`config.mk`:
```
export PLATFORM = sky130hd
export DESIGN_NAME = regwb_arbiter_flat
export DESIGN_NICKNAME = d
export VERILOG_FILES = /design/src/rtl/mips_pkg.sv /design/src/rtl/regwb_if.sv /design/src/rtl/regwb_scoreboard.sv /design/src/rtl/regwb_arbiter.sv /design/src/flat_wrapper.sv
export SDC_FILE = /design/constraint.sdc
export NUM_CORES = 1
export LEC_CHECK = 0
export BUFFER_PORTS_ARGS = -buffer_cell sky130_fd_sc_hd__buf_2
export CAP_MARGIN = 20
export CORE_MARGIN = 4
export CORE_UTILIZATION = 51
export CTS_CLUSTER_DIAMETER = 60
export DETAILED_ROUTE_END_ITERATION = 7
export GPL_TIMING_DRIVEN = 1
export PLACE_DENSITY = 0.91
export REMOVE_ABC_BUFFERS = 1
export SLEW_MARGIN = 5
export SYNTH_ARGS = -nofsm -noshare
export SYNTH_HDL_FRONTEND = slang
export SYNTH_SLANG_ARGS = --single-unit
```
`constraint.sdc`:
```
create_clock -name clk -period 6.3 [get_ports clk]
set_input_delay 1.26 -clock clk [delete_from_list [all_inputs] [get_ports clk]]
set_output_delay 1.26 -clock clk [all_outputs]
set_load 0.1 [all_outputs]
```
`src/rtl/mips_pkg.sv`:
```
// Shared widths and write-port types for the register-file writeback slice.
package mips_pkg;
    localparam int REG_AW = 5;
    localparam int DATA_W = 32;
    localparam int NUM_REGS = 32;
    localparam logic [REG_AW-1:0] REG_ZERO = 5'd0;

    typedef struct packed {
        logic              en;
        logic [REG_AW-1:0] addr;
        logic [DATA_W-1:0] data;
    } wt_t;
endpackage

```
`src/rtl/regwb_if.sv`:
```
// Write-request bundle shared by the WB stage and the long-latency unit.
interface regwb_if;
    import mips_pkg::*;
    logic              wb_valid;
    logic [REG_AW-1:0] wb_addr;
    logic [DATA_W-1:0] wb_data;
    logic              wb_ready;
    logic              ll_valid;
    logic [REG_AW-1:0] ll_addr;
    logic [DATA_W-1:0] ll_data;
    logic              ll_ready;

    modport master (
        output wb_valid, wb_addr, wb_data,
        output ll_valid, ll_addr, ll_data,
        input  wb_ready, ll_ready
    );
    modport slave (
        input  wb_valid, wb_addr, wb_data,
        input  ll_valid, ll_addr, ll_data,
        output wb_ready, ll_ready
    );
endinterface

```
`src/rtl/regwb_scoreboard.sv`:
```
// Pending-write bits for long-latency destinations, with lookup ports
// for both decode operands and the WB destination.
module regwb_scoreboard
    import mips_pkg::*;
(
    input  logic              clk,
    input  logic              rst,
    input  logic              set_en,
    input  logic [REG_AW-1:0] set_addr,
    input  logic              clr_en,
    input  logic [REG_AW-1:0] clr_addr,
    input  logic [REG_AW-1:0] rd_a,
    input  logic [REG_AW-1:0] rd_b,
    input  logic [REG_AW-1:0] rd_w,
    output logic              hit_a,
    output logic              hit_b,
    output logic              hit_w,
    output logic              sb_err
);
    logic [NUM_REGS-1:0] pending;
    logic [NUM_REGS-1:0] pend_nxt;
    logic                set_ok;
    logic                clr_ok;

    assign set_ok = set_en && (set_addr != REG_ZERO);
    assign clr_ok = clr_en && (clr_addr != REG_ZERO);

    // Set is applied after clear so a same-cycle collision stays pending.
    always_comb begin
        pend_nxt = pending;
        if (clr_ok)
            pend_nxt[clr_addr] = 1'b0;
        if (set_ok)
            pend_nxt[set_addr] = 1'b1;
    end

    always_ff @(posedge clk or negedge rst) begin
        if (!rst) begin
            pending <= '0;
            sb_err  <= 1'b0;
        end else begin
            pending <= pend_nxt;
            if (set_ok && pending[set_addr])
                sb_err <= 1'b1;
        end
    end

    assign hit_a = (rd_a != REG_ZERO) && pending[rd_a];
    assign hit_b = (rd_b != REG_ZERO) && pending[rd_b];
    assign hit_w = (rd_w != REG_ZERO) && pending[rd_w];
endmodule

```
`src/rtl/regwb_arbiter.sv`:
```
// WB/LLU arbiter for the reg32 write port with RAW stall generation.
// Define REGWB_BYPASS_EN to forward the registered write to decode.
module regwb_arbiter
    import mips_pkg::*;
#(
    parameter int STARVE_LIMIT = 4,
    parameter int CNT_W        = 3
) (
    input  logic              clk,
    input  logic              rst,
    regwb_if.slave            req,
    input  logic              issue_set,
    input  logic [REG_AW-1:0] issue_addr,
    input  logic [REG_AW-1:0] Rd_addr_A,
    input  logic [REG_AW-1:0] Rd_addr_B,
    input  logic [DATA_W-1:0] rf_data_A,
    input  logic [DATA_W-1:0] rf_data_B,
    output logic [DATA_W-1:0] Rd_data_A,
    output logic [DATA_W-1:0] Rd_data_B,
    output logic              stall,
    output logic              Wt_en,
    output logic [REG_AW-1:0] Wt_addr,
    output logic [DATA_W-1:0] Wt_data,
    output logic              sb_err
);
    logic [CNT_W-1:0] cnt;
    logic             hit_a, hit_b, hit_w;
    logic             ll_first, wb_cand;
    logic             wb_gnt, ll_gnt;
    wt_t              sel;
    wt_t              wt;

    regwb_scoreboard u_sb (
        .clk      (clk),
        .rst      (rst),
        .set_en   (issue_set),
        .set_addr (issue_addr),
        .clr_en   (ll_gnt),
        .clr_addr (req.ll_addr),
        .rd_a     (Rd_addr_A),
        .rd_b     (Rd_addr_B),
        .rd_w     (req.wb_addr),
        .hit_a    (hit_a),
        .hit_b    (hit_b),
        .hit_w    (hit_w),
        .sb_err   (sb_err)
    );

    assign ll_first = cnt >= CNT_W'(STARVE_LIMIT);
    assign wb_cand  = req.wb_valid && !hit_w;

    assign req.wb_ready = !hit_w && !(req.ll_valid && ll_first);
    assign req.ll_ready = ll_first || !wb_cand;

    assign wb_gnt = req.wb_valid && req.wb_ready;
    assign ll_gnt = req.ll_valid && req.ll_ready;

    always_comb begin
        sel = '0;
        unique case (1'b1)
            ll_gnt: sel = '{en: 1'b1, addr: req.ll_addr, data: req.ll_data};
            wb_gnt: sel = '{en: 1'b1, addr: req.wb_addr, data: req.wb_data};
            default: ;
        endcase
    end

    // Writes to r0 are accepted but never reach reg32.
    always_ff @(posedge clk or negedge rst) begin
        if (!rst) begin
            wt <= '0;
        end else if (sel.en && sel.addr != REG_ZERO) begin
            wt <= sel;
        end else begin
            wt.en <= 1'b0;
        end
    end

    always_ff @(posedge clk or negedge rst) begin
        if (!rst)
            cnt <= '0;
        else if (ll_gnt)
            cnt <= '0;
        else if (req.ll_valid && cnt != '1)
            cnt <= cnt + 1'b1;
    end

    assign Wt_en   = wt.en;
    assign Wt_addr = wt.addr;
    assign Wt_data = wt.data;

`ifdef REGWB_BYPASS_EN
    always_comb begin
        Rd_data_A = rf_data_A;
        Rd_data_B = rf_data_B;
        if (wt.en && wt.addr == Rd_addr_A && Rd_addr_A != REG_ZERO)
            Rd_data_A = wt.data;
        if (wt.en && wt.addr == Rd_addr_B && Rd_addr_B != REG_ZERO)
            Rd_data_B = wt.data;
        stall = hit_a || hit_b;
    end
`else
    logic wt_hit_a, wt_hit_b;
    assign wt_hit_a = wt.en && wt.addr == Rd_addr_A &&
                      Rd_addr_A != REG_ZERO;
    assign wt_hit_b = wt.en && wt.addr == Rd_addr_B &&
                      Rd_addr_B != REG_ZERO;
    assign Rd_data_A = rf_data_A;
    assign Rd_data_B = rf_data_B;
    assign stall = hit_a || hit_b || wt_hit_a || wt_hit_b;
`endif
endmodule

```
`src/flat_wrapper.sv`:
```
// flat-port wrapper written by rule: the top's interface ports become plain ports
module regwb_arbiter_flat import mips_pkg::*;
#(
    parameter int STARVE_LIMIT = 4,
    parameter int CNT_W        = 3
)
  (clk, rst, issue_set, issue_addr, Rd_addr_A, Rd_addr_B, rf_data_A, rf_data_B, Rd_data_A, Rd_data_B, stall, Wt_en, Wt_addr, Wt_data, sb_err, req_wb_valid, req_wb_addr, req_wb_data, req_ll_valid, req_ll_addr, req_ll_data, req_wb_ready, req_ll_ready);
  regwb_if req_i ();
  input  logic clk;
  input  logic rst;
  input  logic issue_set;
  input  logic [REG_AW-1:0] issue_addr;
  input  logic [REG_AW-1:0] Rd_addr_A;
  input  logic [REG_AW-1:0] Rd_addr_B;
  input  logic [DATA_W-1:0] rf_data_A;
  input  logic [DATA_W-1:0] rf_data_B;
  output logic [DATA_W-1:0] Rd_data_A;
  output logic [DATA_W-1:0] Rd_data_B;
  output logic stall;
  output logic Wt_en;
  output logic [REG_AW-1:0] Wt_addr;
  output logic [DATA_W-1:0] Wt_data;
  output logic sb_err;
  input wire logic [$bits(req_i.wb_valid)-1:0] req_wb_valid;
  input wire logic [$bits(req_i.wb_addr)-1:0] req_wb_addr;
  input wire logic [$bits(req_i.wb_data)-1:0] req_wb_data;
  input wire logic [$bits(req_i.ll_valid)-1:0] req_ll_valid;
  input wire logic [$bits(req_i.ll_addr)-1:0] req_ll_addr;
  input wire logic [$bits(req_i.ll_data)-1:0] req_ll_data;
  output wire logic [$bits(req_i.wb_ready)-1:0] req_wb_ready;
  output wire logic [$bits(req_i.ll_ready)-1:0] req_ll_ready;
  assign req_i.wb_valid = req_wb_valid;
  assign req_i.wb_addr = req_wb_addr;
  assign req_i.wb_data = req_wb_data;
  assign req_i.ll_valid = req_ll_valid;
  assign req_i.ll_addr = req_ll_addr;
  assign req_i.ll_data = req_ll_data;
  assign req_wb_ready = req_i.wb_ready;
  assign req_ll_ready = req_i.ll_ready;
  regwb_arbiter #(.STARVE_LIMIT(STARVE_LIMIT), .CNT_W(CNT_W)) u_core (.clk(clk), .rst(rst), .req(req_i), .issue_set(issue_set), .issue_addr(issue_addr), .Rd_addr_A(Rd_addr_A), .Rd_addr_B(Rd_addr_B), .rf_data_A(rf_data_A), .rf_data_B(rf_data_B), .Rd_data_A(Rd_data_A), .Rd_data_B(Rd_data_B), .stall(stall), .Wt_en(Wt_en), .Wt_addr(Wt_addr), .Wt_data(Wt_data), .sb_err(sb_err));
endmodule
```
==> reports/results.tsv, run 1 <==
stage	metric	value	unit
status	status	completed	
critical_path	crit path max fanout	17	
routing	DR iter-0 viols	831	
sta	Max-slew headroom	0.333	
hold_path	Hold Path End	u_core.u_sb.sb_err	
clocking	CTS H-tree depth	3	
cells_and_area	final non-filler cell total	736	
logic_synthesis	number of synthesized flops with an enable pin	0	
hold_path	Hold WC Path Type	reg -> reg	
critical_path	worst r2r path cells	7	
cells_and_area	Layout area overhead	8.33	%
logic_synthesis	share of the yosys chip area belonging to registers	0.344	
critical_path	startpoint class of the critical path	primary input	
die	die area	0.0123	mm2
hold_path	hold path cells	1	
power_and_ir_drop	Peak VDD IR	0.215	mV
clocking	Clock transition at path regs	80	ps
sta	Max Freq	196	MHz
global_routing	initial antenna violation count	0	
die	I/O pin total	264	
cells_and_area	layout cells sized above 1	0.340	
critical_path	CP endpoint kind	output pin	
clocking	postcts setup bufs	0	
die	DIE HEIGHT	111	um
cells_and_area	Net count, final	757	
clocking	CTS Sinks	74	
logic_synthesis	Synth Flop Type	dfrtp_1	
clocking	CTS tree	built	
sta	period utilization	0.808	
sta	final setup violation count	0	
logic_synthesis	Synth top area share	0.344	
sta	RSZ-0062 raised after global routing	no	
cells_and_area	Fill cells	897	
die	starting density of the core	0.523	
sta	Worst Skew	15.2	ps
die	Core ar.	0.0103	mm2
clocking	latest clock arrival within the worst-skew pair	360	ps
global_routing	pin count of the biggest net entering global routing	75	
placement	dpl cells	719	
sta	Max Slew Vio Count	0	
logic_synthesis	FF+latch count, synth	74	
routing	Routed WL	21.4	mm
clocking	total CTS buffers	9	
sta	final hold vios	0	
placement	GPL Wtd Cong	0.999	
power_and_ir_drop	power density over the cells	384	mW/mm2
die	die width	111	um
routing	antenna viol nets, final	0	
routing	via count	5296	
routing	DR DRC count	0	
critical_path	Worst Path Arrival	3830	ps
run	Max-Cap Viols	0	
die	Cell Rows	37	
critical_path	r2r endpoint	u_core.Wt_data[22]	
routing	wire length per cell	29.0	um
logic_synthesis	yosys warns	0	
global_routing	Remaining Overflow, GRT	0	
logic_synthesis	Mapped Cells	554	
clocking	Max Root-Sink Buffers	2	
logic_synthesis	most area-consuming cells after synthesis	dfrtp_1, mux4_2, buf_4	
sta	final critical-path required period	5090	ps
sta	Worst Tran Pin Value	976	ps
logic_synthesis	Yosys cell types	52	
sta	total negative setup slack	0	ps
hold_path	Hold Startpoint	u_core.u_sb.sb_err	
critical_path	r2r setup slk	3040	ps
global_routing	number of global-route vias before repair	5135	
global_routing	first-pass GRT wire length	32.5	mm
power_and_ir_drop	Leakage	2.38	nW
clocking	Post-CTS Resized	0	
logic_synthesis	post-synthesis cell area	0.00538	mm2
placement	PortBufs	135	
cells_and_area	commonest non-fill, non-tap cell in the layout	buf_2	
routing	Via-to-Cell Ratio	7.20	
critical_path	RR Startpoint	u_core.u_sb.pending[6]	
logic_synthesis	area leader, netlist	dfrtp_1	
cells_and_area	# diodes	0	
clocking	# hold bufs at CTS	0	
logic_synthesis	mean post-synth cell area	9.71	um2
global_routing	GR Util All Layers	0.344	
clocking	clock root buffer	clkbuf_8	
placement	Detailed Place HPWL	15.8	mm
logic_synthesis	Async S/R FF share, synth	1.00	
critical_path	Worst Path Required	5040	ps
cells_and_area	most frequent cells in the layout	buf_2, o21ai_0, dfrtp_1	
routing	first-pass iteration count of the detailed router	8	
critical_path	CP Class	in -> out	
critical path: stages:
cell and delay [ps]:
buf_2 310, mux4_2 570, o2111a_1 300, a2111oi_0 750, and2_1 220, buf_2 420
state kept, by name, summed over array words and instances (netlist names):
name and count:
u_core.u_sb.sb_err 1, u_core.Wt_data 32, u_core.Wt_addr 5, u_core.cnt 3
u_core.Wt_en 1, u_core.u_sb.pending 32
cells by family after synthesis:
logic type / Yosys count / synth area share
compound gates: 197 / 0.245
buf+inv: 132 / 0.143
simple gates: 97 / 0.0935
flops: 74 / 0.344
mux: 40 / 0.150
xor+xnor: 11 / 0.0179
fa+ha+maj: 3 / 0.00698
power by group:
part	internal, mW	switching (mW)
Clock	0.181	0.188
Sequential	0.597	0.158
Combinational	0.294	0.819
per-stage QoR:
stage,area (um2),power (mW),setup slack (ps),utilization,hold slack [ps]
2_1_floorplan,4680,1.56,1580,-,381
3_3_place_gp,5600,1.81,1350,0.545,427
3_5_place_dp,5600,1.85,1260,0.545,439
4_1_cts,5780,2.22,1260,0.563,455
5_1_grt,5830,2.33,1120,0.567,478
6_report,5830,2.24,1210,0.567,482
synthesized netlist by cell type (6+ instances only):
| cell | n |
|---|---|
| nor2b_1 | 7 |
| nand2_1 | 41 |
| o31ai_1 | 19 |
| dfrtp_1 | 74 |
| buf_4 | 65 |
| a221oi_1 | 32 |
| nand3_1 | 6 |
| clkbuf_1 | 38 |
| a31oi_1 | 34 |
| o21ai_0 | 76 |
| nand3b_1 | 7 |
| mux4_2 | 32 |
| xor2_1 | 8 |
| inv_1 | 19 |
| nor2_1 | 8 |
worst max-delay path by stage:
stage          slack (ps)            from      endpoint  cells after the start
2_1_floorplan        1580    Rd_addr_B[0]         stall                      5
3_3_place_gp         1350  req_wb_addr[1]  req_wb_ready                      6
3_5_place_dp         1260  req_wb_addr[1]  req_wb_ready                      6
4_1_cts              1260  req_wb_addr[1]  req_wb_ready                      6
5_1_grt              1120  req_wb_addr[1]  req_wb_ready                      6
6_report             1210  req_wb_addr[1]  req_wb_ready                      6
area by class of cell:
| class | count | area (um2) | share of cell area |
|---|---|---|---|
| flip-flops and latches | 74 | 1850 | 0.318 |
| clock inverters | 5 | 56.3 | 0.00966 |
| well taps | 136 | 170 | 0.0292 |
| multi-input cells | 348 | 2780 | 0.477 |
| clock buffers | 10 | 128 | 0.0219 |
| inverters | 19 | 71.3 | 0.0122 |
| repair buffers | 144 | 771 | 0.132 |
layer usage:
layer  track usage  routed length [um]
met5         0.150                 201
met4         0.109                 877
met3         0.242                3850
met2         0.487                9160
met1         0.402                7270
(Power assumes the default switching activity.)
==> run 2, diff against run 1 <==
--- a/config.mk
+++ b/config.mk
@@ -5,14 +5,15 @@
 export SDC_FILE = /design/constraint.sdc
 export NUM_CORES = 1
 export LEC_CHECK = 0
+export ABC_AREA = 1
 export BUFFER_PORTS_ARGS = -buffer_cell sky130_fd_sc_hd__buf_2
 export CAP_MARGIN = 20
 export CORE_MARGIN = 4
-export CORE_UTILIZATION = 51
+export CORE_UTILIZATION = 43
 export CTS_CLUSTER_DIAMETER = 60
 export DETAILED_ROUTE_END_ITERATION = 7
 export GPL_TIMING_DRIVEN = 1
-export PLACE_DENSITY = 0.91
+export PLACE_DENSITY = 0.8
 export REMOVE_ABC_BUFFERS = 1
 export SLEW_MARGIN = 5
 export SYNTH_ARGS = -nofsm -noshare
==> constraint.sdc (replaced) <==
create_clock -name clk -period 4.25 [get_ports clk]
set_input_delay 0.85 -clock clk [delete_from_list [all_inputs] [get_ports clk]]
set_output_delay 0.85 -clock clk [all_outputs]
set_load 0.1 [all_outputs]
==> run 2 against run 1 <==
Net effect: count of clock-buffer cells in the layout is 1 lower; synthesized cell count is 51% higher; wire length is 3.5% higher; worst hold slack worse by 11 ps; combinational power is 60% higher; first-iteration DRC count is 13% higher; via count is 15% higher; sequential share of layout area is 1.8 points lower; critical endpoint is now stall.
==> reports/results.tsv, run 2 <==
stage	metric	value	unit	change
status	status	completed		
critical_path	cell family with most CP delay	buffers and inverters		
power_and_ir_drop	Sw Ratio	0.530		+0.00886
die	Core ar.	0.0128	mm2	+25%
global_routing	number of global-route vias before repair	5410		+5.4%
critical_path	most used cell, CP	o21ai_0		
die	starting density of the core	0.445		-0.0780
logic_synthesis	yosys warns	0		unchanged
die	Cell Rows	41		+11%
logic_synthesis	post-synthesis cell area	0.00571	mm2	+6.2%
cells_and_area	final core area utilization	0.482		-0.0850
logic_synthesis	area leader, netlist	dfrtp_1		
sta	period utilization	0.840		
critical_path	r2r endpoint	u_core.Wt_data[12]		
logic_synthesis	most frequent cell after synthesis	nand2_1		
placement	pre-CTS WS	713	ps	-548 ps
clocking	total CTS buffers	9		unchanged
routing	antenna viol nets, final	0		unchanged
logic_synthesis	number of synthesized flops with an enable pin	0		unchanged
clocking	CTS tree	built		
sta	worst setup margin	680	ps	-527 ps
critical_path	CP endpoint kind	output pin		
critical_path	r2r setup slk	1450	ps	-1590 ps
hold_path	Hold Startpoint	u_core.u_sb.sb_err		
cells_and_area	Layout area overhead	8.22	%	
die	DIE HEIGHT	123	um	+11%
cells_and_area	commonest non-fill, non-tap cell in the layout	nand2_1		
logic_synthesis	most area-consuming cells after synthesis	dfrtp_1, nand2_1, o21ai_0		
hold_path	hold path cells	2		+1
power_and_ir_drop	Peak VDD IR	0.228	mV	+5.9%
sta	RSZ-0062 raised after global routing	no		
global_routing	first-pass GRT wire length	32.4	mm	about the same
sta	Max Slew Vio Count	0		unchanged
logic_synthesis	top cells by count, synth	nand2_1, o21ai_0, dfrtp_1		
routing	first-pass iteration count of the detailed router	8		unchanged
power_and_ir_drop	clock power share	0.205		+0.040
global_routing	Remaining Overflow, GRT	0		unchanged
hold_path	Hold WC Path Type	reg -> reg		
logic_synthesis	mean post-synth cell area	6.84	um2	-30%
cells_and_area	Fill cells	1275		+42%
power_and_ir_drop	part of the power in combinational logic	0.492		-0.005
cells_and_area	Design Area, Final	0.00618	mm2	+6.1%
routing	Via-to-Cell Ratio	5.76		-20%
sta	final critical-path required period	3570	ps	
power_and_ir_drop	Reg power frac	0.303		-0.035
die	die width	123	um	+11%
critical_path	crit path max fanout	20		+3
critical_path	CP peak stage delay	450	ps	-300 ps
power_and_ir_drop	power density over the cells	586	mW/mm2	+53%
logic_synthesis	Synth Flop Type	dfrtp_1		
critical_path	CP Class	in -> out		
critical_path	Critical-path top delay cell	buf_2		
placement	Detailed Place HPWL	16.4	mm	+4.1%
logic_synthesis	share of the yosys chip area belonging to registers	0.324		-0.0201
cells_and_area	# diodes	0		unchanged
critical_path	Worst Path Arrival	2720	ps	-1110 ps
sta	Max Freq	280	MHz	
routing	wire length per cell	20.9	um	-28%
logic_synthesis	Yosys cell types	37		-29%
clocking	CTS Sinks	74		unchanged
critical_path	CP bufs+invs	3		+1
power_and_ir_drop	P_sw	1.92	mW	+65%
clocking	clock root buffer	clkbuf_16		
global_routing	initial antenna violation count	2		+2
power_and_ir_drop	Leakage	3.19	nW	+34%
routing	via count	6092		+15%
critical_path	worst r2r path cells	15		+8
clocking	# hold bufs at CTS	0		unchanged
logic_synthesis	Mapped Cells	835		+51%
sta	final hold vios	0		unchanged
logic_synthesis	Async S/R FF share, synth	1.00		unchanged
clocking	Clock transition at path regs	60	ps	-20 ps
clocking	CTS H-tree depth	3		unchanged
sta	total negative setup slack	0	ps	unchanged
placement	DP Area	0.00590	mm2	+5.3%
routing	Routed WL	22.1	mm	+3.5%
global_routing	pin count of the biggest net entering global routing	75		unchanged
logic_synthesis	Synth top area share	0.324		-0.0201
hold_path	Hold Path End	u_core.u_sb.sb_err		
global_routing	GR Util All Layers	0.284		-0.0597
die	I/O pin total	264		unchanged
sta	final setup violation count	0		unchanged
clocking	postcts setup bufs	0		unchanged
routing	DR DRC count	0		unchanged
cells_and_area	Net count, final	1043		+38%
critical_path	Worst Path Required	3400	ps	-1640 ps
clocking	latest clock arrival within the worst-skew pair	330	ps	-30 ps
sta	Worst Skew	8.98	ps	-6.23 ps
clocking	Max Root-Sink Buffers	2		unchanged
cells_and_area	layout cells sized above 1	0.198		-0.142
die	die area	0.0152	mm2	+24%
sta	Max-slew headroom	0.354		+0.0215
placement	GPL Wtd Cong	1.01		+1.3%
placement	PortBufs	135		unchanged
clocking	Post-CTS Resized	0		unchanged
logic_synthesis	FF+latch count, synth	74		unchanged
power_and_ir_drop	Overall Power	3.62	mW	+62%
routing	DR iter-0 viols	936		+13%
critical_path	Critical Path, Cell by Cell	buf_2 > inv_1 > o21ai_0 > a21oi_1 > o21ai_0 > nand3_1 > nand3_1 > o21ai_0 > o211ai_1 > buf_2		
power_and_ir_drop	Pint	1.70	mW	+59%
critical_path	startpoint class of the critical path	primary input		
critical_path	RR Startpoint	u_core.u_sb.pending[11]		
cells_and_area	most frequent cells in the layout	nand2_1, buf_2, o21ai_0		
sta	Worst Tran Pin Value	969	ps	-7.09 ps
run	Max-Cap Viols	0		unchanged
run 2: metal layers:
metal | global-route usage | up-vias | share of wire
met4 | 0.0775 | 12 | 0.021
met3 | 0.195 | 63 | 0.17
met2 | 0.377 | 414 | 0.41
li1 | - | 2830 | -
met5 | 0.118 | - | 0.012
met1 | 0.360 | 2773 | 0.39
run 2: power by group through the flow:
stage / registers (mW) / logic [mW] / clock network [mW]
3_3_place_gp: 1.08 / 1.75 / 0
6_report: 1.10 / 1.78 / 0.744
3_5_place_dp: 1.09 / 1.77 / 0
4_1_cts: 1.08 / 1.77 / 0.752
2_1_floorplan: 1.75 / 0.636 / 0
5_1_grt: 1.11 / 1.90 / 0.778
run 2: how the worst max path moves through the flow:
stage / endpoint / slack [ps] / start / cells past startpoint
2_1_floorplan: stall / 320 / Rd_addr_B[0] / 8
6_report: stall / 680 / Rd_addr_B[0] / 10
4_1_cts: stall / 710 / Rd_addr_B[0] / 10
3_3_place_gp: stall / 720 / Rd_addr_A[0] / 11
5_1_grt: stall / 370 / Rd_addr_A[0] / 12
3_5_place_dp: stall / 710 / Rd_addr_B[0] / 10
run 2: metrics by stage:
step                std cells  hold WS (ps)
floorplan                 730           395
global placement         1043           451
detailed placement       1043           458
CTS                      1057           473
global route             1057           512
finish                   1057           471
run 2: cells by family after synthesis:
family	after synthesis	synth area share
buffers and inverters	180	0.181
adder cells (fa/ha/maj)	3	0.00657
flip-flops	74	0.324
AO/OA/AOI/OAI	172	0.165
AND/OR/NAND/NOR	403	0.318
XOR/XNOR	3	0.00460
run 2: worst min-delay path, cell delays in order, from the launching register on:
cell,delay (ps)
dfrtp_1,350
inv_1,40
nand2_1,50
run 2: layout make-up:
class	instances	area (um2)	area share
Multi-Input combinational cell	581	2820	0.457
Sequential cell	74	1850	0.300
Timing Repair Buffer	141	723	0.117
Inverter	75	284	0.0460
Clock buffer	9	225	0.0364
Tap cell	172	215	0.0348
Clock inverter	5	56.3	0.00911
